## src/rtl/alu_pkg.sv

```systemverilog
// alu_pkg: shared definitions for the ALU shifter front end.
//   - ALU_* : 4-bit alu_op_select codes understood by the shifter subunit.
//   - F3_*  : RISC-V funct3 values of the shift instructions.
//   - shift_payload_t : one issued shifter operation (opd1, opd2, op, illegal).
// The payload struct is sized by XLEN; a stage that uses it must be built
// with OPD_LENGTH equal to XLEN.
package alu_pkg;

    localparam int XLEN = 32;

    localparam logic [3:0] ALU_ILLEGAL = 4'b0000;
    localparam logic [3:0] ALU_SRL     = 4'b0001;
    localparam logic [3:0] ALU_SLL     = 4'b0011;
    localparam logic [3:0] ALU_SRA     = 4'b0111;

    localparam logic [2:0] F3_SLL = 3'b001;
    localparam logic [2:0] F3_SR  = 3'b101;

    typedef struct packed {
        logic [XLEN-1:0] opd1;
        logic [XLEN-1:0] opd2;
        logic [3:0]      op;
        logic            illegal;
    } shift_payload_t;

endpackage

```

## src/rtl/shift_decode.sv

```systemverilog
// shift_decode: purely combinational decode of RISC-V shift instruction
// fields (SLL/SRL/SRA, SLLI/SRLI/SRAI) into a shifter payload.
// Ports:
//   funct3, funct7_5, is_imm : instruction form / function selection
//   rs1_val, rs2_val, imm    : operand sources
//   payload                  : opd1, zero-extended shift amount, op code,
//                              illegal flag
module shift_decode
    import alu_pkg::*;
#(
    parameter int OPD_LENGTH  = 32,
    parameter int SHAMT_WIDTH = 5
) (
    input  logic [2:0]            funct3,
    input  logic                  funct7_5,
    input  logic                  is_imm,
    input  logic [OPD_LENGTH-1:0] rs1_val,
    input  logic [OPD_LENGTH-1:0] rs2_val,
    input  logic [11:0]           imm,
    output shift_payload_t        payload
);

    logic                   fbit;
    logic                   imm_ok;
    logic [SHAMT_WIDTH-1:0] shamt;
    logic [3:0]             op;
    logic                   illegal;

    // Upper rs2 bits never contribute to the shift amount.
    logic unused_rs2_bits;
    assign unused_rs2_bits = ^rs2_val[OPD_LENGTH-1:SHAMT_WIDTH];

    always_comb begin
        // Immediate form carries the arithmetic flag in imm[10] (funct7 bit 5).
        fbit   = is_imm ? imm[10] : funct7_5;
        shamt  = is_imm ? imm[SHAMT_WIDTH-1:0] : rs2_val[SHAMT_WIDTH-1:0];
        imm_ok = !is_imm || (imm[11:5] == 7'b0000000) || (imm[11:5] == 7'b0100000);

        op = ALU_ILLEGAL;
        unique case (funct3)
            F3_SLL:  op = ALU_SLL;
            F3_SR:   op = fbit ? ALU_SRA : ALU_SRL;
            default: op = ALU_ILLEGAL;
        endcase
        if (!imm_ok) begin
            op = ALU_ILLEGAL;
        end
        illegal = (op == ALU_ILLEGAL);

        payload.opd1    = rs1_val;
        // Illegal entries still travel, but never carry a shift amount.
        payload.opd2    = illegal ? '0 : {{(OPD_LENGTH-SHAMT_WIDTH){1'b0}}, shamt};
        payload.op      = op;
        payload.illegal = illegal;
    end

endmodule

```

## src/rtl/shift_issue_stage.sv

```systemverilog
// shift_issue_stage: registered issue stage feeding the ALU shifter.
// Decodes shift instruction fields, then holds them in a 2-entry skid buffer
// (main drives the outputs, skid absorbs one entry while main is stalled) so
// that in_ready is a plain register yet throughput is one transfer per cycle.
// Ports:
//   clk, rst                      : clock, asynchronous active-high reset
//   in_valid / in_ready           : upstream handshake (in_ready registered)
//   in_funct3, in_funct7_5, in_is_imm, in_rs1_val, in_rs2_val, in_imm
//                                 : decoded instruction fields
//   out_valid / out_ready         : shifter-side handshake
//   opd1, opd2, alu_op_select, out_illegal : issued payload
//   issued_cnt, illegal_cnt       : wrapping output-transfer statistics
module shift_issue_stage
    import alu_pkg::*;
#(
    parameter int OPD_LENGTH  = 32,
    parameter int SHAMT_WIDTH = 5,
    parameter int CNT_WIDTH   = 16
) (
    input  logic                  clk,
    input  logic                  rst,
    input  logic                  in_valid,
    output logic                  in_ready,
    input  logic [2:0]            in_funct3,
    input  logic                  in_funct7_5,
    input  logic                  in_is_imm,
    input  logic [OPD_LENGTH-1:0] in_rs1_val,
    input  logic [OPD_LENGTH-1:0] in_rs2_val,
    input  logic [11:0]           in_imm,
    output logic                  out_valid,
    input  logic                  out_ready,
    output logic [OPD_LENGTH-1:0] opd1,
    output logic [OPD_LENGTH-1:0] opd2,
    output logic [3:0]            alu_op_select,
    output logic                  out_illegal,
    output logic [CNT_WIDTH-1:0]  issued_cnt,
    output logic [CNT_WIDTH-1:0]  illegal_cnt
);

    shift_payload_t dec_payload;

    shift_payload_t main_reg, main_next;
    shift_payload_t skid_reg, skid_next;
    logic           main_valid_reg, main_valid_next;
    logic           skid_valid_reg, skid_valid_next;
    logic           in_ready_reg, in_ready_next;
    logic [CNT_WIDTH-1:0] issued_cnt_reg, issued_cnt_next;
    logic [CNT_WIDTH-1:0] illegal_cnt_reg, illegal_cnt_next;

    logic in_fire;
    logic out_fire;

    shift_decode #(
        .OPD_LENGTH  (OPD_LENGTH),
        .SHAMT_WIDTH (SHAMT_WIDTH)
    ) u_decode (
        .funct3   (in_funct3),
        .funct7_5 (in_funct7_5),
        .is_imm   (in_is_imm),
        .rs1_val  (in_rs1_val),
        .rs2_val  (in_rs2_val),
        .imm      (in_imm),
        .payload  (dec_payload)
    );

    assign in_fire  = in_valid && in_ready_reg;
    assign out_fire = main_valid_reg && out_ready;

    always_comb begin
        main_next       = main_reg;
        main_valid_next = main_valid_reg;
        skid_next       = skid_reg;
        skid_valid_next = skid_valid_reg;

        if (!main_valid_reg || out_fire) begin
            // Main is free this cycle. A waiting skid entry is older than
            // anything on the input, so it goes first; in_ready was low
            // while skid was full, so no input can arrive in the same cycle.
            if (skid_valid_reg) begin
                main_next       = skid_reg;
                main_valid_next = 1'b1;
                skid_valid_next = 1'b0;
            end else if (in_fire) begin
                main_next       = dec_payload;
                main_valid_next = 1'b1;
            end else begin
                main_valid_next = 1'b0;
            end
        end else if (in_fire) begin
            // Main stalled: park the new entry in skid.
            skid_next       = dec_payload;
            skid_valid_next = 1'b1;
        end

        in_ready_next = !skid_valid_next;

        issued_cnt_next  = issued_cnt_reg;
        illegal_cnt_next = illegal_cnt_reg;
        if (out_fire) begin
            issued_cnt_next = issued_cnt_reg + 1'b1;
            if (main_reg.illegal) begin
                illegal_cnt_next = illegal_cnt_reg + 1'b1;
            end
        end
    end

    always_ff @(posedge clk or posedge rst) begin
        if (rst) begin
            main_reg        <= '0;
            skid_reg        <= '0;
            main_valid_reg  <= 1'b0;
            skid_valid_reg  <= 1'b0;
            in_ready_reg    <= 1'b0;
            issued_cnt_reg  <= '0;
            illegal_cnt_reg <= '0;
        end else begin
            main_reg        <= main_next;
            skid_reg        <= skid_next;
            main_valid_reg  <= main_valid_next;
            skid_valid_reg  <= skid_valid_next;
            in_ready_reg    <= in_ready_next;
            issued_cnt_reg  <= issued_cnt_next;
            illegal_cnt_reg <= illegal_cnt_next;
        end
    end

    assign in_ready      = in_ready_reg;
    assign out_valid     = main_valid_reg;
    assign opd1          = main_reg.opd1;
    assign opd2          = main_reg.opd2;
    assign alu_op_select = main_reg.op;
    assign out_illegal   = main_reg.illegal;
    assign issued_cnt    = issued_cnt_reg;
    assign illegal_cnt   = illegal_cnt_reg;

endmodule

```

## config.mk

```make
export PLATFORM = sky130hd
export DESIGN_NAME = shift_issue_stage
export DESIGN_NICKNAME = d
export VERILOG_FILES = /design/src/rtl/alu_pkg.sv /design/src/rtl/shift_decode.sv /design/src/rtl/shift_issue_stage.sv
export SDC_FILE = /design/constraint.sdc
export NUM_CORES = 1
export LEC_CHECK = 0
export BUFFER_PORTS_ARGS = -buffer_cell sky130_fd_sc_hd__buf_2
export CAP_MARGIN = 20
export CORE_MARGIN = 4
export CORE_UTILIZATION = 33
export DETAILED_ROUTE_END_ITERATION = 12
export PLACE_DENSITY = 0.64
export SLEW_MARGIN = 15
export SYNTH_ARGS = -nofsm -noshare
export SYNTH_HDL_FRONTEND = slang
export SYNTH_HIERARCHICAL = 1
export SYNTH_SLANG_ARGS = --single-unit
```

## constraint.sdc

```tcl
create_clock -name clk -period 14.95 [get_ports clk]
set_clock_uncertainty 0.05 [all_clocks]
set_input_delay 0.7475 -clock clk [delete_from_list [all_inputs] [get_ports clk]]
set_output_delay 0.7475 -clock clk [all_outputs]
set_load 0.02 [all_outputs]
```

After elaboration in Yosys (flattened, before gate mapping)
Cells that the tools add are included.
{"block": "word_totals", "in_bits": 85, "reg_bits": 173, "out_inout_bits": 103, "elab_cells": 45}
{"block": "op_classes", "addsub": 2, "n_reduce_logical": 14, "bitwise": 1, "eq_ne": 3, "n_mux": 12}
{"cell": "$mux W69", "n": 2}
{"cell": "$add A16 B1 Y16 const B", "n": 2}
{"cell": "$mux W5", "n": 2}
{"cell": "$pmux W4 S2", "n": 1}
{"cell": "$eq A7 B6 Y1 const B", "n": 1}
{"cell": "$logic_not A7 Y1", "n": 1}
{"cell": "$reduce_and A2 Y1", "n": 3}
{"cell": "$mux W1", "n": 5}
{"cell": "$logic_not A4 Y1", "n": 1}
{"cell": "$mux W4", "n": 1}
{"cell": "$eq A3 B1 Y1 const B", "n": 1}
{"cell": "$eq A3 B3 Y1 const B", "n": 1}
{"cell": "$logic_not A1 Y1", "n": 3}
{"cell": "$logic_or A1 B1 Y1", "n": 3}
{"cell": "$mux W3", "n": 1}
{"cell": "$logic_and A1 B1 Y1", "n": 2}
{"cell": "$reduce_bool A2 Y1", "n": 1}
{"cell": "$not A1 Y1", "n": 1}

Logic depth before layout (Yosys ltp)
Gate-level depths: netlist (run 1).
{"block": "logic_depth", "word_depth": 8, "ltp_mapped": 7, "ltp_nobuf": 5}

Cells and area by module
The synthesis (run 1) kept the hierarchy.
{"module": "shift_issue_stage", "area_per_inst_um2": 7273.2, "cells_per_inst": 577, "seq_area_each_um2": 4329.2, "instances": 1}
{"module": "shift_decode", "area_per_inst_um2": 666.9, "cells_per_inst": 94, "seq_area_each_um2": 0.0, "instances": 1}

Worst setup path before layout (run 1)
Ideal clock, no wire load.
{"block": "synth_timing", "kind": "input to register", "from": "in in_imm[6]", "to": "reg skid_reg[0] (netlist bit)", "path_buffers": 1, "setup_ps": 125, "stages": 5, "slack_ps": 13068, "t_required_ps": 14775, "t_arrival_ps": 1708, "cell_sequence": "nor4_4 nand2_1 a21o_1 buf_4 mux2_2"}
{"block": "synth_between", "elab_chain_len": 5, "word_cells_on_any_way": 6, "classes_between": "eq/ne (1); mux (1); reduce/logical (4)"}
{"element": "start, declared", "line_no": "shift_issue_stage.sv:29", "source": "input logic [11:0] in_imm,"}
{"element": "$logic_not A7 Y1", "line_no": "shift_decode.sv:37", "source": "imm_ok = !is_imm || (imm[11:5] == 7'b0000000) || (imm[11:5] == 7'b0100000);"}
{"element": "$logic_or A1 B1 Y1", "line_no": "shift_decode.sv:37"}
{"element": "$logic_or A1 B1 Y1 *", "line_no": "shift_decode.sv:37"}
{"element": "$mux W4 *", "line_no": "shift_decode.sv:45", "source": "if (!imm_ok) begin"}
{"element": "$logic_not A4 Y1 *", "line_no": "shift_decode.sv:48", "source": "illegal = (op == ALU_ILLEGAL);"}
{"element": "via u_decode.illegal", "line_no": "shift_decode.sv:27", "source": "logic illegal;"}
{"element": "end signal, assigned", "line_no": "shift_issue_stage.sv:118", "source": "skid_reg <= skid_next;"}
{"element": "end, declared", "line_no": "shift_issue_stage.sv:43", "source": "shift_payload_t skid_reg, skid_next;"}
The timed path passes the listed nets; every way through them passes the cells marked *.
A chain may end at the register's enable or synchronous reset.

Worst setup path after layout (run 1)
{"block": "layout_timing", "from": "reg skid_valid_reg", "to": "reg main_reg, in the netlist opd1[2]"}
{"block": "layout_between", "elab_chain_len": 2, "word_cells_on_any_way": 3, "classes_between": "mux (1); reduce/logical (2)"}
{"element": "start, declared", "line_no": "shift_issue_stage.sv:45", "source": "logic skid_valid_reg, skid_valid_next;"}
{"element": "start signal, assigned", "line_no": "shift_issue_stage.sv:120", "source": "skid_valid_reg <= skid_valid_next;"}
{"element": "$reduce_bool A2 Y1 (no line)"}
{"element": "$reduce_and A2 Y1 (no line)"}
{"element": "end signal, assigned", "line_no": "shift_issue_stage.sv:117", "source": "main_reg <= main_next;"}
{"element": "end, declared", "line_no": "shift_issue_stage.sv:42", "source": "shift_payload_t main_reg, main_next;"}
Parallel ways exist; a longest one is shown, timed or not.

==> results_dict.tcl, run 1 <==
set metrics [dict create \
    run_status "complete, no violations" \
    switching_power_mw 0.486 \
    ir_drop_mv 0.0658 \
    switching_share_pct 32.5 \
    cp.arrival_ns 3.25 \
    post_layout_nonfiller_instances 1121 \
    rows 56 \
    power_frac_seq_pct 44.3 \
    globalRoute.totalOverflow 0 \
    crit_slowest_cell "buf_4" \
    comb_power_share_pct 24.8 \
    io_buffers 160 \
    setup.worst_path.end_class "flip-flop" \
    cp_max_fo 96 \
    drt_first_pass_iters 6 \
    cts_buffers 17 \
    grt_pass1_vias 5028 \
    layout_common_cells "dfrtp_1, buf_2, nor2_1" \
    cts_tree "yes" \
    post_cts_buffers 0 \
    syn2layout_area_growth_pct 17.1 \
    grt_pass1_wl_um 26000 \
    clkLatencyLatePin_ns 0.42 \
    vias 5016 \
    wl_um 15800 \
    critPathMaxStageDelay_ns 0.83 \
    ctsRootBufferMaster "clkbuf_16" \
    layout-drive-gt1-share_pct 35.1 \
    h-tree-depth 4 \
    cp_data_required_time_ns 15.24 \
    drv_cap 0 \
    fin_tns_setup_ns 0 \
    ys_types 36 \
    fmax_mhz 338 \
    grt_start_max_net_pins 98 \
    tightest_slew_ns 1.05 \
    ant_nets 0 \
    dp.cells 1087 \
    p_int_mw 1.01 \
    avgSynthCellArea_um2 11.8 \
    whs_ns 0.411 \
    met3_usage_pct 4.72 \
    min_from "illegal_cnt[15]" \
    hold_viol_final 0 \
    gp_congestion 0.723 \
    p_leak_nw 4.24 \
    critPathLaunch "skid_valid_reg" \
    clkPwrFrac_pct 30.9 \
    clkSinkCount 173 \
    timing.final.crit_share_pct 19.8 \
    ys.warnings.count 6 \
    dieHeight_um 163 \
    fillers 2355 \
    crit_path_cell_trace "a21oi_1, nor2_4, buf_4, nor2_1, a21oi_1" \
    via_per_inst 4.47 \
    grtUsageMet2_pct 18.4 \
    coreArea_mm2 0.0235 \
    antenna_found_initial 2 \
    clkSlewWorstSetupHoldPaths_ns 0.07 \
    die_w_um 163 \
    syn_inst 671 \
    maxSlewViolCount 0 \
    hpwl_um 10100 \
    wl_per_cell_um 14.1 \
    grt_busiest_layer "met2" \
    critPathKind "flip-flop to flip-flop" \
    r2r_start "skid_valid_reg" \
    cts_resized 0 \
    rsz0062_at_grt "false" \
    hp-class "flip-flop to flip-flop" \
    layout.nets 875 \
    grtUsageTotal_pct 12.1 \
    syn_area_mm2 0.00794 \
    start_kind "flip-flop" \
    power-per-cell-area_mw_per_mm2 161 \
    initial_core_util_pct 33.7 \
    drc 0 \
    cts_buffer_depth 2 \
    use_met1_pct 16.3 \
    yosysSeqAreaShare_pct 54.5 \
    finalSetupViolCount 0 \
    finalPower_mw 1.50 \
    utilization_pct 39.5 \
    holdBufCountCts 0 \
    ios 188 \
    fin_crit_ns 2.96 \
    largest_reg_flops 69 \
    dieArea_mm2 0.0266 \
    layout_commonest_cell "dfrtp_1" \
    ys_ff_latch 173 \
    drtIter0Drc 273 \
    max-slew-margin-rel_pct 30.3 \
    cp_common_cell "a21oi_1" \
]
==> power by group through the flow <==
| stage | clock (mW) | sequential [mW] | combinational [mW] |
|---|---|---|---|
| 2_1_floorplan | 0 | 0.741 | 0.191 |
| 3_3_place_gp | 0 | 0.665 | 0.371 |
| 3_5_place_dp | 0 | 0.671 | 0.377 |
| 4_1_cts | 0.478 | 0.663 | 0.378 |
| 5_1_grt | 0.497 | 0.680 | 0.409 |
| 6_report | 0.462 | 0.662 | 0.371 |
==> critical path, delay by kind of cell (launching register included) <==
family                 cells  cell delay, ns
buffers and inverters      1            0.83
flip-flops                 1            0.74
AO/OA/AOI/OAI              2            0.33
AND/OR/NAND/NOR            2            0.81
==> metrics by stage <==
stage	area [µm²]	setup WS [ns]
finish	9300	11.99
global route	9300	11.66
CTS	9270	11.93
detailed placement	8660	11.85
global placement	8660	11.92
floorplan	8040	9.46
==> kinds of logic (layout without fill, tap and decap cells) <==
logic type               Yosys count  after routing  synth area share (%)
multiplexers                     140            140                  19.2
buffers and inverters            102            205                  8.34
adder cells (fa/ha/maj)            2              2                 0.315
XOR/XNOR                          30             30                  3.31
other                              1             29                0.0472
AND/OR/NAND/NOR                  143            143                  9.06
AO/OA/AOI/OAI                     80             80                  5.17
flip-flops                       173            173                  54.5
==> area by class of cell <==
type | instances | area (µm²) | area share (%)
antenna | 1 | 2.50 | 0.0269
clock inverter | 14 | 166 | 1.79
tap | 319 | 399 | 4.29
multi-input combinational | 423 | 3070 | 33.0
inverter | 8 | 35.0 | 0.377
timing repair buffer | 165 | 858 | 9.23
sequential | 173 | 4330 | 46.6
clock buffer | 18 | 439 | 4.72
==> metal layers <==
layer / wire length, µm / share of wire [%]
met5: 13 / 0.082
met4: 145 / 0.92
met3: 1110 / 7.0
met2: 7040 / 44
met1: 7520 / 48
==> Yosys cell counts, drive strengths merged <==
| master | n | area, µm² |
|---|---|---|
| nor3 | 8 | 50.1 |
| dfrtp | 173 | 4330 |
| ha | 2 | 25.0 |
| nand2 | 14 | 52.6 |
| nor2b | 3 | 26.3 |
| nand3 | 14 | 85.1 |
| and4 | 3 | 27.5 |
| xor2 | 15 | 131 |
| mux2 | 71 | 837 |
| and3 | 5 | 31.3 |
| nor4 | 2 | 33.8 |
| a21o | 1 | 7.51 |
| nand4 | 5 | 46.3 |
| conb | 1 | 3.75 |
| o311ai | 1 | 8.76 |
| buf | 89 | 613 |
| o21ai | 5 | 25.0 |
| nand2b | 3 | 18.8 |
| xnor2 | 15 | 131 |
| nand3b | 6 | 45.0 |
| mux2i | 69 | 691 |
| nor2 | 79 | 297 |
| inv | 8 | 30.0 |
| a41oi | 1 | 8.76 |
| a21oi | 72 | 360 |
| clkbuf | 5 | 18.8 |
| or2 | 1 | 6.26 |
==> path summary, 6_finish.rpt <==
kind | end | slack, ns | depth (start not counted)
setup reg to reg | opd1[2] | 11.99 | 5
hold reg to reg | illegal_cnt[15] | 0.41 | 1
setup / recovery | opd1[2] | 11.99 | 5
max in group asynchronous | skid_valid_reg | 13.13 | 4
hold / removal | illegal_cnt[15] | 0.41 | 1
min in group asynchronous | opd2[18] | 0.45 | 2
Power figures use the tool's default switching activity.
==> run 2: changes to the inputs <==
--- a/config.mk
+++ b/config.mk
@@ -5,12 +5,13 @@
 export SDC_FILE = /design/constraint.sdc
 export NUM_CORES = 1
 export LEC_CHECK = 0
+export ABC_AREA = 1
 export BUFFER_PORTS_ARGS = -buffer_cell sky130_fd_sc_hd__buf_2
 export CAP_MARGIN = 20
 export CORE_MARGIN = 4
 export CORE_UTILIZATION = 33
 export DETAILED_ROUTE_END_ITERATION = 12
-export PLACE_DENSITY = 0.64
+export PLACE_DENSITY = 0.66
 export SLEW_MARGIN = 15
 export SYNTH_ARGS = -nofsm -noshare
 export SYNTH_HDL_FRONTEND = slang
==> constraint.sdc (replaced) <==
create_clock -name clk -period 2.58 [get_ports clk]
set_clock_uncertainty 0.05 [all_clocks]
set_input_delay 0.129 -clock clk [delete_from_list [all_inputs] [get_ports clk]]
set_output_delay 0.129 -clock clk [all_outputs]
set_load 0.02 [all_outputs]
==> results_dict.tcl, run 2 <==
set metrics [dict create \
    cp_max_fo 55 \
    gp_congestion 0.768 \
    p_leak_nw 5.11 \
    crit_path_cell_trace "inv_1, nor2_2, inv_1, nand2_8, buf_4, nand2_1, o31ai_1" \
    coreArea_mm2 0.0252 \
    hpwl_um 11800 \
    avgSynthCellArea_um2 8.67 \
    grt_start_max_net_pins 108 \
    min_path_cells 5 \
    globalRoute.totalOverflow 0 \
    synthTopCellsByCount "nand2_1, nor2_1, dfrtp_1, inv_1, buf_4" \
    wl_um 18600 \
    critPathKind "flip-flop to flip-flop" \
    rsz0062_at_grt "false" \
    r2r_start "out_valid" \
    synth-edff-count 0 \
    synth.largest_area_cell "dfrtp_1" \
    run_status "complete, no violations" \
    place_ws_ns 0.727 \
    clkLatencyLatePin_ns 0.42 \
    initial_core_util_pct 33.6 \
    dieArea_mm2 0.0282 \
    vias 6462 \
    whs_endpoint "skid_reg[3]" \
    h-tree-depth 4 \
    fillers 2524 \
    die_w_um 168 \
    ant_nets 0 \
    via_per_inst 4.43 \
    cp.arrival_ns 2.08 \
    syn2layout_area_growth_pct 19.3 \
    post_cts_buffers 0 \
    cp_common_cell "inv_1" \
    drt_first_pass_iters 4 \
    worstReg2RegEnd "opd1[10]" \
    hold_viol_final 0 \
    fmax_mhz 549 \
    hp-class "input port to flip-flop" \
    grt_pass1_vias 6147 \
    synth_top_area_share_pct 51.2 \
    p_int_mw 5.79 \
    path_buf_inv 3 \
    cp_data_required_time_ns 2.84 \
    worst_slack_ns 0.759 \
    ir_drop_mv 0.598 \
    layout_commonest_cell "nand2_1" \
    yosysSeqAreaShare_pct 51.2 \
    layout-drive-gt1-share_pct 22.5 \
    finalSetupViolCount 0 \
    reg2reg_slack_ns 0.76 \
    io_buffers 160 \
    layout_common_cells "nand2_1, nor2_1, dfrtp_1" \
    start_kind "flip-flop" \
    finalPower_mw 8.93 \
    ys_ff_latch 173 \
    clkPwrFrac_pct 28.8 \
    n_antenna_cell 0 \
    rows 58 \
    crit_slowest_cell "dfrtp_1" \
    clkSlewWorstSetupHoldPaths_ns 0.06 \
    ios 188 \
    utilization_pct 40.0 \
    setup.worst_path.end_class "flip-flop" \
    power_frac_seq_pct 43.8 \
    syn_area_mm2 0.00845 \
    switching_power_mw 3.14 \
    drtIter0Drc 407 \
    critPathTopFamily "simple AND/OR/NAND/NOR gates" \
    max-slew-margin-rel_pct 42.3 \
    grtUsageTotal_pct 13.3 \
    syn_inst 974 \
    fin_tns_setup_ns 0 \
    clkSinkCount 173 \
    drv_cap 0 \
    largest_reg_flops 69 \
    cts_buffers 17 \
    dieHeight_um 168 \
    cts_tree "yes" \
    synth_area_leaders "dfrtp_1, nand2_1, nor2_1" \
    timing.final.crit_share_pct 70.6 \
    antenna_found_initial 1 \
    maxSlewViolCount 0 \
    async_reset_ff_share_pct 100 \
    comb_power_share_pct 27.4 \
    cts_buffer_depth 2 \
    tightest_slew_ns 0.866 \
    min_from "in_funct3[2]" \
    synthFlopType "dfrtp_1" \
    cts_resized 0 \
    wl_per_cell_um 12.8 \
    drc 0 \
    ys_types 28 \
    switching_share_pct 35.2 \
    fin_crit_ns 1.82 \
    grt_pass1_wl_um 31000 \
    critPathMaxStageDelay_ns 0.39 \
    ff2ff_path_depth 7 \
    ctsRootBufferMaster "clkbuf_16" \
    power-per-cell-area_mw_per_mm2 886 \
    ys.warnings.count 6 \
    yosysMostFrequentCell "nand2_1" \
    layout.nets 1204 \
]
[run 2: changes by cell type after synthesis, moves of 29 or more]
cell	delta
inv_1	+95
nand2_1	+197
a21oi_1	-72
o21ai_0	+38
nor2_1	+97
o21ai_1	+31
mux2_2	-61
o31ai_2	+40
o31ai_1	+29
mux2i_1	-64
[run 2: worst reg2reg max path: cells and delay by family, from the launching register on]
kind	cells	cell delay (ns)
AOI/OAI and AO/OA	1	0.08
buffers and inverters	3	0.57
DFF	1	0.39
and+or+nand+nor	3	0.64
[run 2: power by group through the flow]
| stage | clock, mW | combinational, mW | sequential [mW] |
|---|---|---|---|
| floorplan | 0 | 1.27 | 4.39 |
| global placement | 0 | 2.38 | 3.93 |
| detailed placement | 0 | 2.44 | 3.95 |
| CTS | 2.66 | 2.49 | 3.91 |
| global route | 2.77 | 2.72 | 4.01 |
| finish | 2.57 | 2.44 | 3.91 |
[run 2: layout make-up]
class | instances | area (µm²) | share of cell area [%]
sequential | 173 | 4330 | 43.0
timing repair buffer | 204 | 1240 | 12.3
multi-input combinational | 617 | 3120 | 30.9
inverter | 104 | 397 | 3.93
clock inverter | 13 | 139 | 1.38
tap | 330 | 413 | 4.10
clock buffer | 19 | 443 | 4.39
[run 2: kinds of logic after synthesis]
group	after synthesis	synth area share (%)
AOI/OAI and AO/OA	145	13.1
xor gates and xnor gates	18	1.87
adders and majority gates	2	0.296
buffers and inverters	211	13.4
DFF	173	51.2
muxes	5	0.592
other	1	0.0444
and+or+nand+nor	419	19.5
[run 2: repair_timing]
item,CTS,global route
endpoints found under the setup margin,0,0
endpoints found under the hold margin,77,0
hold buffers,34,0
[run 2: worst max-delay path by stage]
stage	to	slack, ns	start	cells past startpoint
after floorplan	alu_op_select[0]	0.19	rst	1
after global placement	opd2[14]	0.77	out_valid	7
after detailed placement	opd2[7]	0.73	out_valid	7
after CTS	opd2[7]	0.72	out_valid	7
after global routing	opd1[10]	0.51	out_valid	7
final	opd1[10]	0.76	out_valid	7
[run 2: stage by stage]
| step | hold slack [ns] | std cells | cell area, µm² |
|---|---|---|---|
| CTS | 0.000149 | 1460 | 10100 |
| global placement | 0.0627 | 1394 | 9160 |
| global route | 0.0480 | 1460 | 10100 |
| finish | 0.0174 | 1460 | 10100 |
| floorplan | 0.209 | 1001 | 8550 |
| detailed placement | 0.0709 | 1394 | 9160 |
[run 2: layer usage]
metal  global-route usage (%)  vias up  wire (µm)
li1                         -     3276          -
met1                     17.9     3037       8860
met2                     21.7      139       8640
met3                     3.33        8        978
met4                     3.18        2        125
met5                        0        -         13
==> run 3: changes to the inputs <==
==> constraint.sdc (replaced) <==
create_clock -name clk -period 1.6 [get_ports clk]
set_clock_uncertainty 0.05 [all_clocks]
set_input_delay 0.08 -clock clk [delete_from_list [all_inputs] [get_ports clk]]
set_output_delay 0.08 -clock clk [all_outputs]
set_load 0.02 [all_outputs]
==> results_dict.tcl, run 3 (same netlist as run 2, synthesis figures left out) <==
set metrics [dict create \
    final_area_mm2 0.0103 \
    ant_nets 0 \
    place_area_mm2 0.00932 \
    drc 0 \
    post_layout_nonfiller_instances 1470 \
    grtUsageMet2_pct 22.1 \
    cp_common_cell "nand2_1" \
    dieHeight_um 168 \
    clkSlewWorstSetupHoldPaths_ns 0.07 \
    layout_commonest_cell "nand2_1" \
    start_kind "flip-flop" \
    drtIter0Drc 463 \
    clkLatencyLatePin_ns 0.42 \
    setup.worst_path.end_class "flip-flop" \
    vias 6483 \
    gp_congestion 0.759 \
    cts_buffer_depth 2 \
    coreArea_mm2 0.0252 \
    layout.nets 1215 \
    grt_pass1_vias 6226 \
    largest_reg_flops 69 \
    run_status "complete, no violations" \
    hp-class "input port to flip-flop" \
    die_w_um 168 \
    cts_buffers 17 \
    utilization_pct 40.9 \
    grt_pass1_wl_um 31600 \
    ir_drop_mv 0.805 \
    hold_viol_final 0 \
    syn2layout_area_growth_pct 22.0 \
    finalSetupViolCount 0 \
    rsz0062_at_grt "false" \
    power-per-cell-area_mw_per_mm2 1430 \
    grt_busiest_layer "met2" \
    max-slew-margin-rel_pct 62.1 \
    crit_slowest_cell "dfrtp_1" \
    maxSlewViolCount 0 \
    fin_crit_ns 1.46 \
    dieArea_mm2 0.0282 \
    crit_path_cell_trace "nand2_1, nand2_1, nand2_8, buf_12, o31ai_1" \
    p_leak_nw 5.21 \
    use_met1_pct 18.5 \
    layout-drive-gt1-share_pct 23.2 \
    cts_tree "yes" \
    globalRoute.totalOverflow 0 \
    dp.cells 1400 \
    n_antenna_cell 0 \
    regArea_mm2 0.00433 \
    multiInputGateArea_mm2 0.00313 \
    ios 188 \
    fillers 2455 \
    finalPower_mw 14.7 \
    via_per_inst 4.41 \
    grtUsageTotal_pct 13.7 \
    critPathKind "flip-flop to flip-flop" \
    wl_per_cell_um 12.8 \
    cp_max_fo 34 \
    grt_start_max_net_pins 98 \
    hpwl_um 12100 \
    h-tree-depth 4 \
    fin_tns_setup_ns 0 \
    critPathTopFamily "simple AND/OR/NAND/NOR gates" \
    drt_first_pass_iters 4 \
    ctsRootBufferMaster "clkbuf_16" \
    clkSinkCount 173 \
    critPathMaxStageDelay_ns 0.40 \
    tightest_slew_ns 0.569 \
    timing.final.crit_share_pct 91.5 \
    drv_cap 0 \
    path_buf_inv 1 \
    antenna_found_initial 1 \
    layout_common_cells "nand2_1, nor2_1, dfrtp_1" \
    initial_core_util_pct 33.6 \
    cp.arrival_ns 1.72 \
    rows 58 \
    io_buffers 160 \
    fmax_mhz 683 \
    wl_um 18800 \
    met3_usage_pct 2.79 \
    cp_data_required_time_ns 1.86 \
]
[run 3: what timing repair did]
action                                  CTS  global route
endpoints found under the hold margin   239             0
resized for setup                         0             3
setup buffers                             0             4
hold buffers                             35             0
endpoints found under the setup margin    0             6
[run 3: where the power goes]
part	internal [mW]	leakage (nW)	switching [mW]
Sequential	5.56	2.17	0.759
Combinational	1.54	2.75	2.55
Clock	2.55	0.291	1.78
Total	9.64	5.21	5.08
[run 3: final cells by class]
| class | instances | share of cell area [%] |
|---|---|---|
| Sequential cell | 173 | 42.0 |
| Multi-Input combinational cell | 617 | 30.4 |
| Inverter | 104 | 3.85 |
| Clock buffer | 22 | 4.50 |
| Tap cell | 330 | 4.01 |
| Clock inverter | 9 | 1.30 |
| Timing Repair Buffer | 215 | 14.0 |
[run 3: path summary, 6_finish.rpt]
kind	endpoint	start	depth (start not counted)	slack [ns]
min in group asynchronous	opd1[7]	rst	4	0.32
max	opd1[27]	in_ready	5	0.14
max reg2reg	opd1[27]	in_ready	5	0.14
min reg2reg	opd2[24]	opd2[24]	2	0.43
max in group asynchronous	skid_valid_reg	rst	4	0.70
min	skid_reg[7]	in_rs2_val[2]	5	0.04
[run 3: metrics by stage]
step | hold WS [ns] | worst slack (ns)
after floorplan | 0.160 | -0.741
after global placement | 0.227 | 0.155
after detailed placement | 0.228 | 0.127
after CTS | 0.0144 | 0.122
after global routing | 0.0741 | 0.00667
final | 0.0392 | 0.136
[run 3: tightest hold or removal path, stage by stage]
cell,delay (ns)
buf_2,0.09
mux2i_1,0.12
nor2_1,0.07
inv_1,0.05
o21ai_1,0.06
[run 3: routing by layer]
metal / vias up / part of all wire [%]
met5: - / 0.069
met4: 2 / 1.6
met3: 19 / 4.9
met2: 144 / 46
met1: 3028 / 48
li1: 3290 / -
